## src/rtl/ewb_drain.sv

```systemverilog
// rtl/ewb_drain.sv - eviction write buffer drain engine
// Pops dirty lines from the write buffer and bursts them to memory as BEAT-wide writes.
module ewb_drain #(
    parameter int WIDTH = 256,
    parameter int BEAT  = 64
) (
    input  logic             clk,
    input  logic             rst,
    input  logic             empty_i,
    input  logic             full_i,
    input  logic [WIDTH-1:0] data_i,
    input  logic [31:0]      addr_i,
    output logic             yumi_o,
    input  logic             rd_pending_i,
    output logic [31:0]      bmem_address_o,
    output logic             bmem_write_o,
    output logic [BEAT-1:0]  bmem_wdata_o,
    input  logic             bmem_resp_i,
    output logic             busy_o,
    output logic [15:0]      drained_o
);

    localparam logic [1:0] ST_IDLE  = 2'd0;
    localparam logic [1:0] ST_WRITE = 2'd1;
    localparam logic [1:0] ST_ACK   = 2'd2;

    logic [1:0]       state_q, state_d;
    logic [1:0]       beat_q, beat_d;
    logic [WIDTH-1:0] data_q, data_d;
    logic [26:0]      tag_q, tag_d;
    logic [15:0]      drained_q, drained_d;
    logic             in_write;

    // Byte offset within the line is irrelevant: bursts always start at the line base.
    logic unused_offset;
    assign unused_offset = ^addr_i[4:0];

    always_comb begin
        state_d   = state_q;
        beat_d    = beat_q;
        data_d    = data_q;
        tag_d     = tag_q;
        drained_d = drained_q;
        case (state_q)
            ST_IDLE: begin
                // Pending read misses win unless the buffer is full.
                if (!empty_i && (!rd_pending_i || full_i)) begin
                    state_d = ST_WRITE;
                    data_d  = data_i;
                    tag_d   = addr_i[31:5];
                    beat_d  = 2'd0;
                end
            end
            ST_WRITE: begin
                if (bmem_resp_i) begin
                    beat_d = beat_q + 2'd1;
                    if (beat_q == 2'd3) begin
                        state_d = ST_ACK;
                    end
                end
            end
            ST_ACK: begin
                state_d = ST_IDLE;
                if (drained_q != 16'hFFFF) begin
                    drained_d = drained_q + 16'd1;
                end
            end
            default: state_d = ST_IDLE;
        endcase
    end

    always_ff @(posedge clk) begin
        if (rst) begin
            state_q   <= ST_IDLE;
            beat_q    <= 2'd0;
            data_q    <= '0;
            tag_q     <= '0;
            drained_q <= '0;
        end else begin
            state_q   <= state_d;
            beat_q    <= beat_d;
            data_q    <= data_d;
            tag_q     <= tag_d;
            drained_q <= drained_d;
        end
    end

    assign in_write       = (state_q == ST_WRITE);
    assign bmem_write_o   = in_write;
    assign bmem_address_o = in_write ? {tag_q, 5'b0} : 32'd0;
    assign bmem_wdata_o   = in_write ? data_q[BEAT*int'(beat_q) +: BEAT] : '0;
    assign yumi_o         = (state_q == ST_ACK);
    assign busy_o         = (state_q != ST_IDLE);
    assign drained_o      = drained_q;

endmodule

```

## config.mk

```make
export PLATFORM = sky130hd
export DESIGN_NAME = ewb_drain
export DESIGN_NICKNAME = d
export VERILOG_FILES = /design/src/rtl/ewb_drain.sv
export SDC_FILE = /design/constraint.sdc
export NUM_CORES = 1
export LEC_CHECK = 0
export CAP_MARGIN = 15
export CORE_UTILIZATION = 42
export DETAILED_ROUTE_END_ITERATION = 16
export GPL_TIMING_DRIVEN = 0
export HOLD_SLACK_MARGIN = 0.05
export PLACE_DENSITY = 0.8
export SKIP_CTS_REPAIR_TIMING = 1
export SYNTH_ARGS = -nofsm -noshare
export SYNTH_HDL_FRONTEND = slang
export SYNTH_SLANG_ARGS = --single-unit
export TNS_END_PERCENT = 20
```

## constraint.sdc

```tcl
create_clock -name clk -period 2.2 [get_ports clk]
set_clock_uncertainty 0.1 [all_clocks]
set_input_delay 0.55 -clock clk [delete_from_list [all_inputs] [get_ports clk]]
set_output_delay 0.55 -clock clk [all_outputs]
set_load 0.01 [all_outputs]
```

Word-level counts from Yosys, hierarchy flattened
Cells that the tools add are included.
- $add $sub $neg: 2
- eq/ne operators: 7
- reduce and logical (&&, ||, !) cells: 11
- shift-type cells: 1
- muxes and demuxes: 9
- operator list (cell ; count):
    $shiftx 256x9->64 ; 1
    $mux 64 ; 1
    $mux 32 ; 1
    $add 16x1->16 const B ; 1
    $ne 16x16->1 const B ; 1
    $mux 2 ; 5
    $pmux 2 s2 ; 2
    $reduce_and 3->1 ; 2
    $eq 2x2->1 const B ; 2
    $ne 2x2->1 const B ; 2
    $reduce_and 2->1 ; 2
    $reduce_bool 2->1 ; 2
    $add 2x1->2 const B ; 1
    $eq 2x1->1 const B ; 1
    $logic_not 1->1 ; 2
    $logic_not 2->1 ; 1
    $ne 2x1->1 const B ; 1
    $logic_and 1x1->1 ; 1
    $logic_or 1x1->1 ; 1
- register bits: 303
- output and inout bits: 115
- input bits: 294

Logic depth before layout (Yosys ltp)
Gate-level depths: netlist of the first run.
- depth in word-level cells: 5
- depth in mapped cells: 7
- depth with buffers taken out: 5

Worst setup path after synthesis of the first run
No wires, ideal clock.
- kind: reg-to-output
- from: register beat_q[0]
- to: output bmem_wdata_o[25]
- arrival: 1.609 ns
- data required time: 1.550 ns
- setup slack: -0.059 ns
- stages on the path, launching flop included: 5
- cells stage by stage: dfxtp_1 buf_2 buf_2 mux4_2 and2_1
- word-level cells in the longest chain between the ends: 2
- ends and longest elaborated chain (element ; RTL line ; RTL):
    start, declared ; 28 ; logic [1:0] beat_q, beat_d;
    start signal, assigned ; 81 ; beat_q <= beat_d;
    $shiftx 256x9->64 ; 91 ; assign bmem_wdata_o = in_write ? data_q[BEAT*int'(beat_q) +: BEAT] : '0;
    $mux 64 ; 91 ;
    end, declared ; 17 ; output logic [BEAT-1:0] bmem_wdata_o,
No other way between the ends.

Worst setup path in the final report of the first run
- from: register beat_q[0]
- to: output bmem_wdata_o[39]
Same word-level chain as after synthesis.

==> metrics, run 1 <==
nets=2294; Hold Path Cell Cnt=2; number of synthesized register bits=slightly above 300; Avg WL per Cell=approximately 20 um; Die Wd=roughly 180 um; grt ovf=0; Die Y=about 180 um; crit start category=register; R2R Setup Slk=0 ps; dpl ws=-1440 ps; Yosys cell types=37; via count=13100; routability cong.=~0.9; number of remaining DRC errors=0; run status=finished, violations left; FFs w/ async S/R, synth=0%; Most used DFF post-synth=dfxtp_1; Worst setup EP type=output pin; Area Growth Syn to Fin=48.6%; GRT Total Usage=29.1%; Crit path required time=~1600 ps; Initial Util=43.2%; Antenna Nets Post-Route=0; worst slew pin tran=994 ps; row count=63; dpl hpwl=roughly 36 mm; CP arrival=2200 ps; final worst slack=-653 ps; hold slack=350 ps; number of global-route vias before repair=approximately 13000; I/O pins=slightly above 400; initial drt markers=just over 900; number of enable flip-flop cells after synthesis=0; fmax=between 300 and 400 MHz; share of cells above drive strength 1=between 20 and 25%; worst reg2reg startpoint=state_q[1]; initial antenna violation count=10; clock sink total=~300; Pleak=~7.5 nW; relative slew slack=approximately 34%; die area=about 32000 sq um; start point of the worst hold path=data_q[197]; post-DR vias/cell=about 5.4; Max-cap violations=0; crit path kind=register to output pin; fin crit period=approximately 2900 ps; Fin. Hold Viols=0; port bufs=approximately 400; worst vdd ir=0.537 mV; RSZ-0062 raised after global routing=yes; total negative slack=-40160 ps; FF-to-FF path depth=6; Cells after Synth=approximately 1500; Reg-to-Reg End=tag_q[6]; Hold/Removal Path Class=register to register; area of the core=between 20000 and 30000 sq um; endpoints failing setup=93; Max Root-Sink Buffers=3; largest net degree at the start of global routing=16; CTS Root Cell=clkbuf_16; first-pass GRT wire length=69.5 mm; power density over the cells=713 nW/um^2; violated checks=setup timing; CTS Buf Count=31; Total Routed Length=between 40 and 50 mm; CP startpoint=beat_q[0]; Seq/Total Area, Yosys=a little under half; crit-path max FO=6; CTS tree=built; core occupancy in the finished layout=64.3%; Ys Warns=0; Clock transition at path regs=60 ps; Avg Cell Area, Syn=roughly 8.5 sq um; Final Cycle Share=130%; Worst-Skew Late Latency=between 500 and 600 ps; hold endpoint=data_q[197]; Slew Limit Fails=0; htree depth=1; first-pass detailed-route iteration total=5; Mapped Area=about 13000 sq um
==> registers in the layout, indices dropped and copies added, names as in the netlist <==
name / cells
tag_q: 27
drained_o: 16
beat_q: 2
data_q: 256
state_q: 2
==> layout make-up <==
class,instances,area [sq um]
fill,2397,10700
multi-input combinational,1103,6300
sequential,303,6090
timing repair buffer,431,4280
buffer,127,963
clock buffer,40,890
tap,390,488
clock inverter,15,203
antenna,8,20.0
inverter,1,6.26
==> layer usage <==
metal / vias to the layer above / global-route usage, % / part of all wire (%)
li1: 6050 / - / -
met1: 6194 / 35.5 / 39
met2: 651 / 47.4 / 47
met3: 157 / 6.28 / 8.3
met4: 6 / 16.4 / 5.6
met5: - / 0 / 0.093
==> worst max-delay path by stage <==
| stage | end | slack [ps] |
|---|---|---|
| 3_3_place_gp | bmem_wdata_o[31] | -1480 |
| 4_1_cts | bmem_wdata_o[30] | -2030 |
| 2_1_floorplan | bmem_wdata_o[25] | -60 |
| 5_1_grt | bmem_wdata_o[39] | -690 |
| 6_report | bmem_wdata_o[39] | -650 |
| 3_5_place_dp | bmem_wdata_o[30] | -1440 |
==> synth_stat cells, types with 3 or more instances <==
master	count	area, sq um
buf_4	5	37.5
nand3_1	9	45.0
mux4_2	64	1440
or3_1	9	56.3
buf_6	27	304
and2_1	91	569
o21ai_1	4	20.0
nor2b_1	3	18.8
clkbuf_1	55	206
nand4_1	7	43.8
o21ai_0	3	15.0
nor2_1	6	22.5
buf_2	40	200
nand2b_1	3	18.8
or4_1	3	22.5
a21oi_1	298	1490
dfxtp_1	303	6070
o31ai_1	4	30.0
nand2_1	573	2150
==> cells in the final DEF (no fill, tap or decap), types with 11 or more instances in the layout <==
master	count
mux4_2	64
clkbuf_2	25
nand2_1	573
a21oi_1	298
and2_1	35
clkbuf_1	40
dfxtp_2	15
dfxtp_1	286
buf_4	16
buf_2	54
buf_6	92
clkbuf_16	37
clkdlybuf4s50_1	300
and2_4	56
buf_12	11
==> cells by family after synthesis <==
group,share of synthesized area [%]
buffers and inverters,5.81
flip-flops,46.8
adder cells (fa/ha/maj),0.193
other,0.0290
AO/OA/AOI/OAI,12.3
AND/OR/NAND/NOR,23.5
multiplexers,11.4
==> critical path, stage by stage (launching register included) <==
cell and delay (ps):
dfxtp_4 410, buf_12 150, buf_8 130, clkbuf_16 150, mux4_2 510, and2_4 180
buf_6 110
==> power breakdown <==
part,switching (mW),internal [mW]
Sequential,0.180,5.80
Clock,2.29,3.32
Combinational,1.02,1.13
Total,3.49,10.2
==> through the flow <==
stage	instances	instance area, sq um	power, mW
after global placement	2321	17400	7.99
after CTS	2376	18500	13.6
final	2418	19200	13.7
after global routing	2413	19200	14.2
after floorplan	1534	13000	6.99
after detailed placement	2321	17400	8.05
Note: power is estimated with default switching activity, not from simulation.
==> run 2, diff against run 1 <==
--- a/config.mk
+++ b/config.mk
@@ -12,6 +12,7 @@
 export HOLD_SLACK_MARGIN = 0.05
 export PLACE_DENSITY = 0.8
 export SKIP_CTS_REPAIR_TIMING = 1
+export SLEW_MARGIN = 10
 export SYNTH_ARGS = -nofsm -noshare
 export SYNTH_HDL_FRONTEND = slang
 export SYNTH_SLANG_ARGS = --single-unit
==> results of run 2 <==
Same layout as run 1: the final DEF is identical, and so are final timing and power.
==> run 3, diff against run 2 <==
--- a/config.mk
+++ b/config.mk
@@ -7,6 +7,7 @@
 export LEC_CHECK = 0
 export CAP_MARGIN = 15
 export CORE_UTILIZATION = 42
+export CTS_CLUSTER_SIZE = 16
 export DETAILED_ROUTE_END_ITERATION = 16
 export GPL_TIMING_DRIVEN = 0
 export HOLD_SLACK_MARGIN = 0.05
==> results of run 3 <==
Same layout as run 1: the final DEF is identical, and so are final timing and power.
